File: config.mk
export PLATFORM = sky130hd
export DESIGN_NAME = uitpg_pro
export DESIGN_NICKNAME = d
export VERILOG_FILES = /design/src/rtl/uitpg_pro.sv
export SDC_FILE = /design/constraint.sdc
export NUM_CORES = 1
export LEC_CHECK = 0
export CAP_MARGIN = 20
export CELL_PAD_IN_SITES_DETAIL_PLACEMENT = 1
export CELL_PAD_IN_SITES_GLOBAL_PLACEMENT = 2
export CORE_ASPECT_RATIO = 1.75
export CORE_MARGIN = 2
export CORE_UTILIZATION = 33
export DETAILED_ROUTE_END_ITERATION = 12
export PLACE_DENSITY_LB_ADDON = 0.1
export SKIP_CTS_REPAIR_TIMING = 1
export SLEW_MARGIN = 10
export SYNTH_ARGS = -nofsm -noshare
export SYNTH_HDL_FRONTEND = slang
export SYNTH_SLANG_ARGS = --single-unit
File: constraint.sdc
create_clock -name tpg_clk_i -period 2.8 [get_ports tpg_clk_i]
set_clock_uncertainty 0.15 [all_clocks]
set_input_delay 0.84 -clock tpg_clk_i [delete_from_list [all_inputs] [get_ports tpg_clk_i]]
set_output_delay 0.84 -clock tpg_clk_i [all_outputs]
set_load 0.02 [all_outputs]
File: src/rtl/uitpg_pro.sv
// ============================================================================
// Module   : uitpg_pro
// Function : Video test-pattern generator; 12 patterns, manual/auto selection.
// Revision : 1.0 - initial release
// ============================================================================
`default_nettype none

module uitpg_pro #(
    parameter int DATA_W      = 8,
    parameter int H_ACT       = 1920,
    parameter int V_ACT       = 1080,
    parameter int GRID_LOG2   = 4,
    parameter int HOLD_FRAMES = 128,
    parameter int BOX_SIZE    = 64
) (
    input  logic                  tpg_clk_i,
    input  logic                  tpg_rst_i,
    input  logic                  tpg_vs_i,
    input  logic                  tpg_hs_i,
    input  logic                  tpg_de_i,
    input  logic                  tpg_auto_i,
    input  logic [3:0]            tpg_mode_i,
    output logic                  tpg_vs_o,
    output logic                  tpg_hs_o,
    output logic                  tpg_de_o,
    output logic [3*DATA_W-1:0]   tpg_data_o,
    output logic [3:0]            tpg_mode_o,
    output logic [15:0]           tpg_frame_o
);

    localparam int                c_BAR_W     = H_ACT / 8;
    localparam int                c_BOX_XMAX  = H_ACT - BOX_SIZE;
    localparam int                c_BOX_YMAX  = V_ACT - BOX_SIZE;
    localparam logic [11:0]       c_XY_MAX    = 12'hFFF;
    localparam logic [DATA_W-1:0] c_M         = '1;
    localparam logic [DATA_W-1:0] c_Z         = '0;
    localparam logic [0:0]        c_ST_MANUAL = 1'b0;
    localparam logic [0:0]        c_ST_AUTO   = 1'b1;

    logic        r_vs_d, r_de_d;
    logic [11:0] r_x, r_y, r_bar_cnt;
    logic [2:0]  r_bar_idx;
    logic        w_fs;

    logic        r_s1_vs, r_s1_hs, r_s1_de;
    logic [11:0] r_s1_x, r_s1_y;
    logic [2:0]  r_s1_bar;

    logic [0:0]  r_state, w_state_nxt;
    logic [3:0]  r_mode, w_mode_nxt, w_mode_sel;
    logic [15:0] r_hold, w_hold_nxt;
    logic [15:0] r_frame;
    logic [11:0] r_box_x, r_box_y;
    logic        r_dir_x, r_dir_y;

    logic                w_in_box, w_on_border;
    logic [3*DATA_W-1:0] w_rgb;

    assign w_fs = tpg_vs_i & ~r_vs_d;

    // Stage 0: pixel coordinates and bar index for the pixel on the inputs now
    always_ff @(posedge tpg_clk_i) begin
        if (tpg_rst_i) begin
            r_vs_d    <= 1'b0;
            r_de_d    <= 1'b0;
            r_x       <= '0;
            r_y       <= '0;
            r_bar_cnt <= '0;
            r_bar_idx <= '0;
        end else begin
            r_vs_d <= tpg_vs_i;
            r_de_d <= tpg_de_i;
            if (tpg_de_i) begin
                if (r_x != c_XY_MAX) r_x <= r_x + 12'd1;
                if (r_bar_cnt == 12'(c_BAR_W - 1)) begin
                    r_bar_cnt <= '0;
                    if (r_bar_idx != 3'd7) r_bar_idx <= r_bar_idx + 3'd1;
                end else begin
                    r_bar_cnt <= r_bar_cnt + 12'd1;
                end
            end else begin
                r_x       <= '0;
                r_bar_cnt <= '0;
                r_bar_idx <= '0;
            end
            if (w_fs)
                r_y <= '0;
            else if (r_de_d && !tpg_de_i && r_y != c_XY_MAX)
                r_y <= r_y + 12'd1;
        end
    end

    always_ff @(posedge tpg_clk_i) begin
        if (tpg_rst_i) begin
            r_s1_vs  <= 1'b0;
            r_s1_hs  <= 1'b0;
            r_s1_de  <= 1'b0;
            r_s1_x   <= '0;
            r_s1_y   <= '0;
            r_s1_bar <= '0;
        end else begin
            r_s1_vs  <= tpg_vs_i;
            r_s1_hs  <= tpg_hs_i;
            r_s1_de  <= tpg_de_i;
            r_s1_x   <= r_x;
            r_s1_y   <= r_y;
            r_s1_bar <= r_bar_idx;
        end
    end

    always_ff @(posedge tpg_clk_i) begin
        if (tpg_rst_i) r_state <= c_ST_MANUAL;
        else           r_state <= w_state_nxt;
    end

    always_comb begin
        w_state_nxt = r_state;
        if (w_fs) w_state_nxt = tpg_auto_i ? c_ST_AUTO : c_ST_MANUAL;
    end

    assign w_mode_sel = (tpg_mode_i > 4'd11) ? 4'd0 : tpg_mode_i;

    always_comb begin
        w_mode_nxt = r_mode;
        w_hold_nxt = r_hold;
        if (w_fs) begin
            if (w_state_nxt == c_ST_MANUAL) begin
                w_mode_nxt = w_mode_sel;
            end else if (r_state == c_ST_MANUAL) begin
                w_hold_nxt = '0;
            end else if (r_hold == 16'(HOLD_FRAMES - 1)) begin
                w_mode_nxt = (r_mode == 4'd11) ? 4'd0 : r_mode + 4'd1;
                w_hold_nxt = '0;
            end else begin
                w_hold_nxt = r_hold + 16'd1;
            end
        end
    end

    always_ff @(posedge tpg_clk_i) begin
        if (tpg_rst_i) begin
            r_mode  <= '0;
            r_hold  <= '0;
            r_frame <= '0;
        end else begin
            r_mode <= w_mode_nxt;
            r_hold <= w_hold_nxt;
            if (w_fs) r_frame <= r_frame + 16'd1;
        end
    end

    // Box bounces: on hitting a limit the direction flips and the move is taken the other way
    always_ff @(posedge tpg_clk_i) begin
        if (tpg_rst_i) begin
            r_box_x <= '0;
            r_box_y <= '0;
            r_dir_x <= 1'b0;
            r_dir_y <= 1'b0;
        end else if (w_fs) begin
            if (!r_dir_x) begin
                if ({1'b0, r_box_x} + 13'd2 > 13'(c_BOX_XMAX)) begin
                    r_dir_x <= 1'b1;
                    r_box_x <= r_box_x - 12'd2;
                end else r_box_x <= r_box_x + 12'd2;
            end else begin
                if (r_box_x < 12'd2) begin
                    r_dir_x <= 1'b0;
                    r_box_x <= r_box_x + 12'd2;
                end else r_box_x <= r_box_x - 12'd2;
            end
            if (!r_dir_y) begin
                if ({1'b0, r_box_y} + 13'd2 > 13'(c_BOX_YMAX)) begin
                    r_dir_y <= 1'b1;
                    r_box_y <= r_box_y - 12'd2;
                end else r_box_y <= r_box_y + 12'd2;
            end else begin
                if (r_box_y < 12'd2) begin
                    r_dir_y <= 1'b0;
                    r_box_y <= r_box_y + 12'd2;
                end else r_box_y <= r_box_y - 12'd2;
            end
        end
    end

    assign w_in_box = (r_s1_x >= r_box_x) && ({1'b0, r_s1_x} < {1'b0, r_box_x} + 13'(BOX_SIZE)) &&
                      (r_s1_y >= r_box_y) && ({1'b0, r_s1_y} < {1'b0, r_box_y} + 13'(BOX_SIZE));
    assign w_on_border = (r_s1_x == 12'd0) || (r_s1_x == 12'(H_ACT - 1)) ||
                         (r_s1_y == 12'd0) || (r_s1_y == 12'(V_ACT - 1));

    always_comb begin
        w_rgb = {c_Z, c_Z, c_Z};
        case (r_mode)
            4'd1:  w_rgb = {c_M, c_M, c_M};
            4'd2:  w_rgb = {c_M, c_Z, c_Z};
            4'd3:  w_rgb = {c_Z, c_M, c_Z};
            4'd4:  w_rgb = {c_Z, c_Z, c_M};
            4'd5:  if (!(r_s1_x[GRID_LOG2] ^ r_s1_y[GRID_LOG2])) w_rgb = {c_M, c_M, c_M};
            4'd6:  w_rgb = {3{r_s1_x[DATA_W-1:0]}};
            4'd7:  w_rgb = {3{r_s1_y[DATA_W-1:0]}};
            4'd8: begin
                case (r_s1_bar)
                    3'd0:    w_rgb = {c_M, c_M, c_M};
                    3'd1:    w_rgb = {c_M, c_M, c_Z};
                    3'd2:    w_rgb = {c_Z, c_M, c_M};
                    3'd3:    w_rgb = {c_Z, c_M, c_Z};
                    3'd4:    w_rgb = {c_M, c_Z, c_M};
                    3'd5:    w_rgb = {c_M, c_Z, c_Z};
                    3'd6:    w_rgb = {c_Z, c_Z, c_M};
                    default: w_rgb = {c_Z, c_Z, c_Z};
                endcase
            end
            4'd9:  if (w_in_box) w_rgb = {c_M, c_M, c_M};
            4'd10: if (w_on_border) w_rgb = {c_M, c_M, c_M};
            4'd11: w_rgb = {r_s1_x[DATA_W-1:0], r_s1_y[DATA_W-1:0], r_frame[DATA_W-1:0]};
            default: w_rgb = {c_Z, c_Z, c_Z};
        endcase
    end

    always_ff @(posedge tpg_clk_i) begin
        if (tpg_rst_i) begin
            tpg_vs_o   <= 1'b0;
            tpg_hs_o   <= 1'b0;
            tpg_de_o   <= 1'b0;
            tpg_data_o <= '0;
        end else begin
            tpg_vs_o   <= r_s1_vs;
            tpg_hs_o   <= r_s1_hs;
            tpg_de_o   <= r_s1_de;
            tpg_data_o <= r_s1_de ? w_rgb : '0;
        end
    end

    assign tpg_mode_o  = r_mode;
    assign tpg_frame_o = r_frame;

endmodule

`default_nettype wire

Yosys cells after proc, flatten, opt, wreduce, memory -nomap -nowiden --
Cells that the tools add are included.
Word-level totals: memories 0, input port bits 10, memory bits (writable) 0, latch bits 0, memory bits (read-only) 0, register bits 159, logic and storage cells 122, output and inout port bits 47
Operators by class: $mul 0, equality and inequality tests 26, shifts and indexed selects 0, div/mod/pow operators 0, $add $sub $neg 15, muxes and demuxes 26, reduce and logical (&&, ||, !) cells 19, $lt $le $gt $ge 9, bitwise gates (word level) 5
Operators with widths (count):
- one-hot mux 24 bit (11 select lines) | 1
- one-hot mux 24 bit (7 select lines) | 1
- 2-to-1 mux 12 bit | 6
- 2-to-1 mux 24 bit | 3
- adder 12 x 1 -> 12 bit, second input constant | 3
- adder 16 x 1 -> 16 bit, second input constant | 2
- 2-to-1 mux 16 bit | 2
- adder 12 x 2 -> 13 bit, second input constant | 2
- adder 12 x 7 -> 13 bit, second input constant | 2
- < comparator 12 x 13 -> 1 bit | 2
- adder 12 x 2 -> 12 bit, second input constant | 2
- equality test 12 x 11 -> 1 bit, second input constant | 2
- greater-or-equal comparator 12 bit | 2
- zero test 12 bit | 2
- < comparator 12 x 2 -> 1 bit, second input constant | 2
- inequality test 12 bit, second input constant | 2
- subtractor 12 x 2 -> 12 bit, second input constant | 2
- 2-to-1 mux 4 bit | 5
- equality test 16 x 7 -> 1 bit, second input constant | 1
- equality test 4 x 3 -> 1 bit, second input constant | 4
- equality test 4 bit, second input constant | 4
- greater-than comparator 13 x 10 -> 1 bit, second input constant | 1
- greater-than comparator 13 x 11 -> 1 bit, second input constant | 1
- equality test 12 x 8 -> 1 bit, second input constant | 1
- other kinds (23) | 45

Logic depth before layout (Yosys ltp) --
Gate-level depths: netlist of the first run.
depth after elaboration 7, gate-level depth with buffers 12, mapped depth without buffers 10

Least setup slack after synthesis of the first run --
No wires, ideal clock.
path type reg2reg, start point register r_box_y[7], end point register tpg_data_o[10], path buffers 1, data arrival time 2.363 ns, clock period less this slack 2.646 ns, stages on the path, launching flop included 12, data required time 2.517 ns, path slack 0.154 ns, library setup time 0.133 ns, cells stage by stage dfxtp_1 -> ha_1 -> nand3_1 -> xnor2_1 -> ha_1 -> nand3_1 -> or3_1 -> nor3b_1 -> o21ai_0 -> nand4_1 -> clkbuf_1 -> a21oi_1
Between the ends: cells in the longest elaborated chain, start to end 5, elaborated cells on any way between the ends 7, classes of those cells 1 x add/sub; 2 x order compare; 2 x mux; 2 x reduce/logical
Ends and longest elaborated chain:
- start: declaration | line 53 | logic [11:0] r_box_x, r_box_y;
- start signal: assignment | line 174 | r_box_y <= r_box_y - 12'd2;
- start signal: assignment | line 175 | end else r_box_y <= r_box_y + 12'd2;
- start signal: assignment | line 179 | r_box_y <= r_box_y + 12'd2;
- adder 12 x 7 -> 13 bit / greater-or-equal comparator 12 bit (equally long branches) | line 186 | (r_s1_y >= r_box_y) && ({1'b0, r_s1_y} < {1'b0, r_box_y} + 13'(BOX_SIZE));
- < comparator 12 x 13 -> 1 bit / logical AND 1 bit (equally long branches) | line 186, 185
- logical AND 1 bit * | line 186
- 2-to-1 mux 24 bit * | line 212 | 4'd9: if (w_in_box) w_rgb = {c_M, c_M, c_M};
- one-hot mux 24 bit (11 select lines) * | line 192 | case (r_mode)
- end signal: assignment | line 229 | tpg_data_o <= r_s1_de ? w_rgb : '0;
- end: declaration | line 26 | output logic [3*DATA_W-1:0] tpg_data_o,
Mark *: on every way between the ends. The rest lies on a longest branch, timed or not. A chain may end at the register's enable or synchronous reset.

Final worst setup path of the first run --
start point register r_mode[3], in the netlist tpg_mode_o[3], end point output tpg_mode_o[3]
RTL lines:
- start: declaration | line 50 | logic [3:0] r_mode, w_mode_nxt, w_mode_sel;
- start signal: assignment | line 146 | r_mode <= w_mode_nxt;
- end: declaration | line 27 | output logic [3:0] tpg_mode_o,
No word-level cell between the ends.

==> metrics.cfg, run 1 <==
[outcome]
status=completed

[synthesis]
async_reset_ff_share_pct=0
synth_flop_cell=dfxtp_1
yosysSeqAreaShare_pct=37.5
synth_warnings=0
synth-seq-cells=157
synth-edff-count=0
yosysTopAreaCellShare_pct=37.5
synth_common_cells=dfxtp_1 (157), nor2_1 (121), nand2_1 (74), a21oi_1 (59), ha_1 (55)
synth_area_leaders=dfxtp_1 (37%), ha_1 (8.2%), nor2_1 (5.4%)
synthesis.nets=1053
yosysMostFrequentCell=dfxtp_1
synth.distinct_cells=71
synthesis.area_um2=8390
yosys.area.top_type=dfxtp_1
avgSynthCellArea_um2=8.49
synthCells=988

[routing]
firstDrtPassIters=4
ant_nets=0
routed_wl_mm=27.2
drt_iter0_drc=288
wl_per_cell_um=18.8
viasPerCell=5.27
via_count=7638
drcViolationCount=0

[global_routing]
grt_max_degree=40
met2_usage_pct=41.1
busiest_layer=met2
grt_pass1_wl_mm=43.3
use_met3_pct=2.49
overflow=0
antenna_found_initial=0
grt_use_met1_pct=20.8
grt_use_total_pct=20.7
grt_pass1_vias=8133

[power_and_ir_drop]
powerDensity_nw_per_um2=485
power.leakage_nw=4.14
p_comb_share_pct=8.6
irDropWorstVdd_uv=563
p_total_mw=5.16
p_seq_share_pct=44.3
p_sw_mw=1.29
swShare_pct=25.0
p_int_mw=3.87
clkPwrFrac_pct=47.2

[sta]
slew-limit-headroom_pct=52.0
hold_violations=0
hold_slack_ns=0.297
finalMaxSlewViolations=0
setup_viol=0
worstMarginPinSlew_ns=0.720
final.min_clock_period_ns=2.71
period_share_pct=96.9
timing.fmax_mhz=368

[die]
die_area_um2=26800
die_width_um=125
start_util_pct=33.4
rows=77
coreArea_um2=25100
chipHeight_um=215
io_pins=57

[critical_path]
reg2reg_depth=12
cp_top_family=buffers and inverters
path_class=reg2out
worst-path-buf-inv=1
r2r_start=r_box_y[7]
crit_path_max_fanout=9
worstPathArrival_ns=1.72
rrSetupSlack_ns=0.10
cp-start-kind=flip-flop
required_ns=1.81
slowest_delay_ns=0.71
cpMaxStageDelayCell=clkdlybuf4s50_1
r2r-end=tpg_data_o[15]
path_cells=clkdlybuf4s50_1
end_kind=output port

[clock_tree]
cts_root_buf=clkbuf_16
clkSinkCount=157
clkTransAtPathRegs_ns=0.06
numCtsBuffers=17
clk_path_buf_depth=2
tritoncts=built
clk_latency_ns=0.45
htree_num_levels=4

[worst_hold_path]
hp-class=reg2reg
hp-start=r_s1_hs
hold_end=tpg_hs_o
whs_path_depth=1

[placed_design]
port_buffers=56
gp_congestion=0.804
place_hpwl_mm=21.3
post-place-cells=1415

[run]
max-cap-violations=0

[final_layout]
fin_nets=1187
finalNonFillerCells=1450
post_route_cells_drive_above_1_share_pct=15.5
fillers=2963
n_antenna_cell=0
area_growth_pct=26.7

## power groups by stage
stage	Sequential, mW	Combinational [mW]	Clock, mW
finish	2.29	0.443	2.43
global route	2.29	0.490	2.59
CTS	2.29	0.449	2.51
detailed placement	2.34	0.446	0
global placement	2.34	0.445	0
floorplan	2.34	0.234	0
## per-layer routing
| layer | up-vias | wire, µm |
|---|---|---|
| li1 | 3776 | - |
| met3 | 43 | 550 |
| met4 | 0 | 939 |
| met2 | 100 | 15500 |
| met1 | 3719 | 10200 |
| met5 | - | 0 |
## layout make-up
class	count	area [µm²]	area share, %
clock buffer	19	443	4.16
clock inverter	12	160	1.51
timing repair buffer	163	1430	13.4
tap	316	395	3.72
inverter	38	143	1.34
sequential	157	3150	29.6
multi-input combinational	745	4920	46.2
## metrics by stage
step                worst slack (ns)  TNS, ns  util (%)  cell area (µm²)
finish                        0.0859        0      42.3            10600
global route                 -0.0210   -0.133      42.3            10600
CTS                           0.0570        0      41.9            10500
detailed placement           -0.0317  -0.0773      39.5             9940
global placement              0.0309        0      39.5             9940
floorplan                      0.154        0         -             8390
## cell usage in the layout (no fill, tap or decap), types with 14 or more instances in the layout
master	netlist	layout
buf_4	4	103
ha_1	55	54
clkdlybuf4s50_1	0	55
o21ai_0	29	29
nand2_1	74	74
nor2b_1	39	38
xnor2_1	29	29
nor3_1	25	22
dfxtp_1	157	152
a211oi_1	14	14
xor2_1	32	32
nand3_1	38	37
a21oi_1	59	58
inv_1	38	38
clkbuf_16	0	18
nand4_1	30	30
mux2i_1	18	18
or3_1	20	20
nor2_1	121	121
a2111oi_0	15	15
## worst max-delay path by stage
| stage | from | end | depth (start not counted) |
|---|---|---|---|
| after floorplan | r_box_y[7] | tpg_data_o[10] | 11 |
| after global placement | tpg_vs_i | tpg_frame_o[14] | 7 |
| after detailed placement | tpg_vs_i | tpg_frame_o[10] | 7 |
| after CTS | r_box_x[5] | r_box_x[9] | 8 |
| after global routing | r_box_y[8] | tpg_data_o[18] | 13 |
| final | tpg_mode_o[3] | tpg_mode_o[3] | 1 |
## cells by family after synthesis
group	count (synthesis)	synth area share [%]
multiplexers	34	4.38
adder cells (fa/ha/maj)	55	8.20
AO/OA/AOI/OAI	187	14.7
AND/OR/NAND/NOR	408	24.4
buffers and inverters	86	4.49
flip-flops	157	37.5
XOR/XNOR	61	6.37
## state kept, by name (all words and copies together) (netlist names), 3 cells and up
name and cells:
r_bar_cnt 12, r_bar_idx 3, r_box_x 11, r_box_y 11, r_hold 16, r_s1_bar 3, r_s1_x 12, r_s1_y 12
r_x 12, r_y 12, tpg_data_o 24, tpg_frame_o 16, tpg_mode_o 4
(Power assumes the default switching activity.)
==> inputs of run 2 (changes only) <==
ABC_AREA = 1   (was unset)
CORE_UTILIZATION = 31   (was 33)
==> metrics.cfg, run 2 <==
[clock_tree]
numCtsBuffers=17  ; unchanged
clk_latency_ns=0.45  ; about the same
clkSinkCount=157  ; unchanged
tritoncts=built
clkTransAtPathRegs_ns=0.07  ; about the same
cts_root_buf=clkbuf_16
clk_path_buf_depth=2  ; unchanged
htree_num_levels=4  ; unchanged

[routing]
via_count=9087  ; +19%
firstDrtPassIters=4  ; unchanged
wl_per_cell_um=16.6  ; -12%
viasPerCell=4.88  ; -7.5%
routed_wl_mm=30.9  ; +13%
drt_iter0_drc=322  ; +12%
ant_nets=0  ; unchanged
drcViolationCount=0  ; unchanged

[synthesis]
yosysMostFrequentCell=nand2_1
yosysSeqAreaShare_pct=33.6  ; -3.9 points
synth-seq-cells=157  ; unchanged
synthesis.nets=1444  ; +37%
async_reset_ff_share_pct=0  ; unchanged
yosys.area.top_type=dfxtp_1
synth_area_leaders=dfxtp_1 (34%), nand2_1 (11%), inv_1 (8.2%)
synthesis.area_um2=9350  ; +11%
synth_common_cells=nand2_1 (264), inv_1 (204), nor2_1 (177), dfxtp_1 (157), nand3_1 (103)
synth-edff-count=0  ; unchanged
synth_flop_cell=dfxtp_1
avgSynthCellArea_um2=6.78  ; -20%
synthCells=1379  ; +40%
synth_warnings=0  ; unchanged
synth.distinct_cells=52  ; -27%
yosysTopAreaCellShare_pct=33.6  ; -3.9 points

[critical_path]
cp.depth=1  ; unchanged
cp-start-kind=flip-flop
slowest_delay_ns=0.67  ; -0.04 ns
rrSetupSlack_ns=0.26  ; +0.16 ns
required_ns=1.81  ; about the same
crit_path_max_fanout=5  ; -4
path_cells=clkdlybuf4s50_1
cp_top_family=buffers and inverters
reg2reg_depth=14  ; +2
cpMaxStageDelayCell=clkdlybuf4s50_1
worst-path-buf-inv=1  ; unchanged
end_kind=output port
worstPathArrival_ns=1.62  ; -0.10 ns
path_class=reg2out

[final_layout]
largest_reg_flops=24  ; unchanged
post_route_cells_drive_above_1_share_pct=8.73  ; -6.8 points
n_antenna_cell=0  ; unchanged
area_growth_pct=19.6
fin_nets=1529  ; +29%
layout_commonest_cell=nand2_1
top_register=tpg_data_o
fillers=3832  ; +29%
design_area_um2=11200  ; +5.2%
layout_common_cells=nand2_1 (264), inv_1 (204), nor2_1 (177)

[global_routing]
grt_pass1_vias=9531  ; +17%
grt_use_total_pct=20.4  ; -0.37 points
overflow=0  ; unchanged
antenna_found_initial=0  ; unchanged
grt_max_degree=31  ; -23%
grt_pass1_wl_mm=50.0  ; +16%

[sta]
period_share_pct=93.2  ; -3.7 points
final.min_clock_period_ns=2.61  ; -0.103 ns
setup_viol=0  ; unchanged
hold_violations=0  ; unchanged
finalMaxSlewViolations=0  ; unchanged
rsz0062_at_grt=false
worstMarginPinSlew_ns=0.552  ; -0.168 ns
timing.fmax_mhz=383  ; +4.0%
worst_slack_ns=0.189  ; +0.103 ns
slew-limit-headroom_pct=62.9  ; +11 points

[placed_design]
port_buffers=56  ; unchanged
placed_area_um2=10500  ; +6.1%
place_hpwl_mm=24.8  ; +17%
post-place-ws_ns=-0.0153  ; +0.0164 ns
gp_congestion=0.840  ; +4.6%

[power_and_ir_drop]
irDropWorstVdd_uv=449  ; -20%
powerDensity_nw_per_um2=500  ; +3.0%
power.leakage_nw=4.97  ; +20%

[die]
coreArea_um2=29800  ; +19%
rows=84  ; +9.1%
die_width_um=135  ; +8.6%
die_area_um2=31600  ; +18%
chipHeight_um=234  ; +8.8%
io_pins=57  ; unchanged
start_util_pct=31.3  ; -2.0 points

[worst_hold_path]
whs_path_depth=2  ; +1
hp-class=reg2reg

[run]
max-cap-violations=0  ; unchanged

[outcome]
status=completed

[run 2: cell count changes after synthesis, sizes merged, moves of 18 or more]
cell,change
a21oi,+27
inv,+173
mux2i,-18
nand2,+201
nand3,+70
nor2,+67
nor2b,-39
o21ai,+46
or3,-20
xnor2,-24
[run 2: metal layers]
| metal | routed length, µm | track usage (%) | vias up | part of all wire [%] |
|---|---|---|---|---|
| li1 | - | - | 4623 | - |
| met1 | 11800 | 20.4 | 4336 | 38 |
| met2 | 17800 | 41.7 | 90 | 58 |
| met3 | 464 | 2.90 | 38 | 1.5 |
| met4 | 776 | 7.10 | 0 | 2.5 |
| met5 | 0 | 0 | - | 0 |
[run 2: layout make-up]
type / instances / area, µm² / share of cell area, %
Clock buffer: 17 / 425 / 3.80
Inverter: 212 / 796 / 7.11
Tap cell: 387 / 484 / 4.33
Multi-Input combinational cell: 972 / 5210 / 46.6
Sequential cell: 157 / 3140 / 28.1
Clock inverter: 15 / 199 / 1.78
Timing Repair Buffer: 104 / 928 / 8.30
[run 2: worst paths after layout]
| check | from | to |
|---|---|---|
| worst max-delay path | tpg_frame_o[2] | tpg_frame_o[2] |
| worst min-delay path | r_s1_hs | tpg_hs_o |
| worst max register to register | r_box_y[6] | tpg_data_o[8] |
| worst min register to register | r_s1_hs | tpg_hs_o |
[run 2: cells by family after synthesis]
kind of cell	after synthesis	synth area share, %
fa+ha+maj	55	7.36
simple gates	674	32.6
flops	157	33.6
buf+inv	250	10.8
compound gates	205	12.1
xor+xnor	38	3.56
[run 2: tightest hold or removal path: stages, from the launching register on]
cell,delay [ns]
dfxtp_1,0.30
inv_1,0.04
nor2_1,0.03
[run 2: where the power goes]
group / total (mW) / internal, mW / switching (mW) / leakage [nW]
Clock: 2.49 / 1.36 / 1.12 / 0.297
Combinational: 0.770 / 0.279 / 0.491 / 3.40
Sequential: 2.34 / 2.28 / 0.0565 / 1.27
[run 2: through the flow]
stage	cells	utilization [%]	total power [mW]	setup TNS [ns]	hold WS [ns]
global placement	1831	35.3	3.16	0	0.240
floorplan	1379	-	2.88	0	0.238
global route	1864	37.5	5.87	0	0.287
detailed placement	1831	35.3	3.17	-0.0375	0.251
finish	1864	37.5	5.59	0	0.257
CTS	1863	37.4	5.70	0	0.262
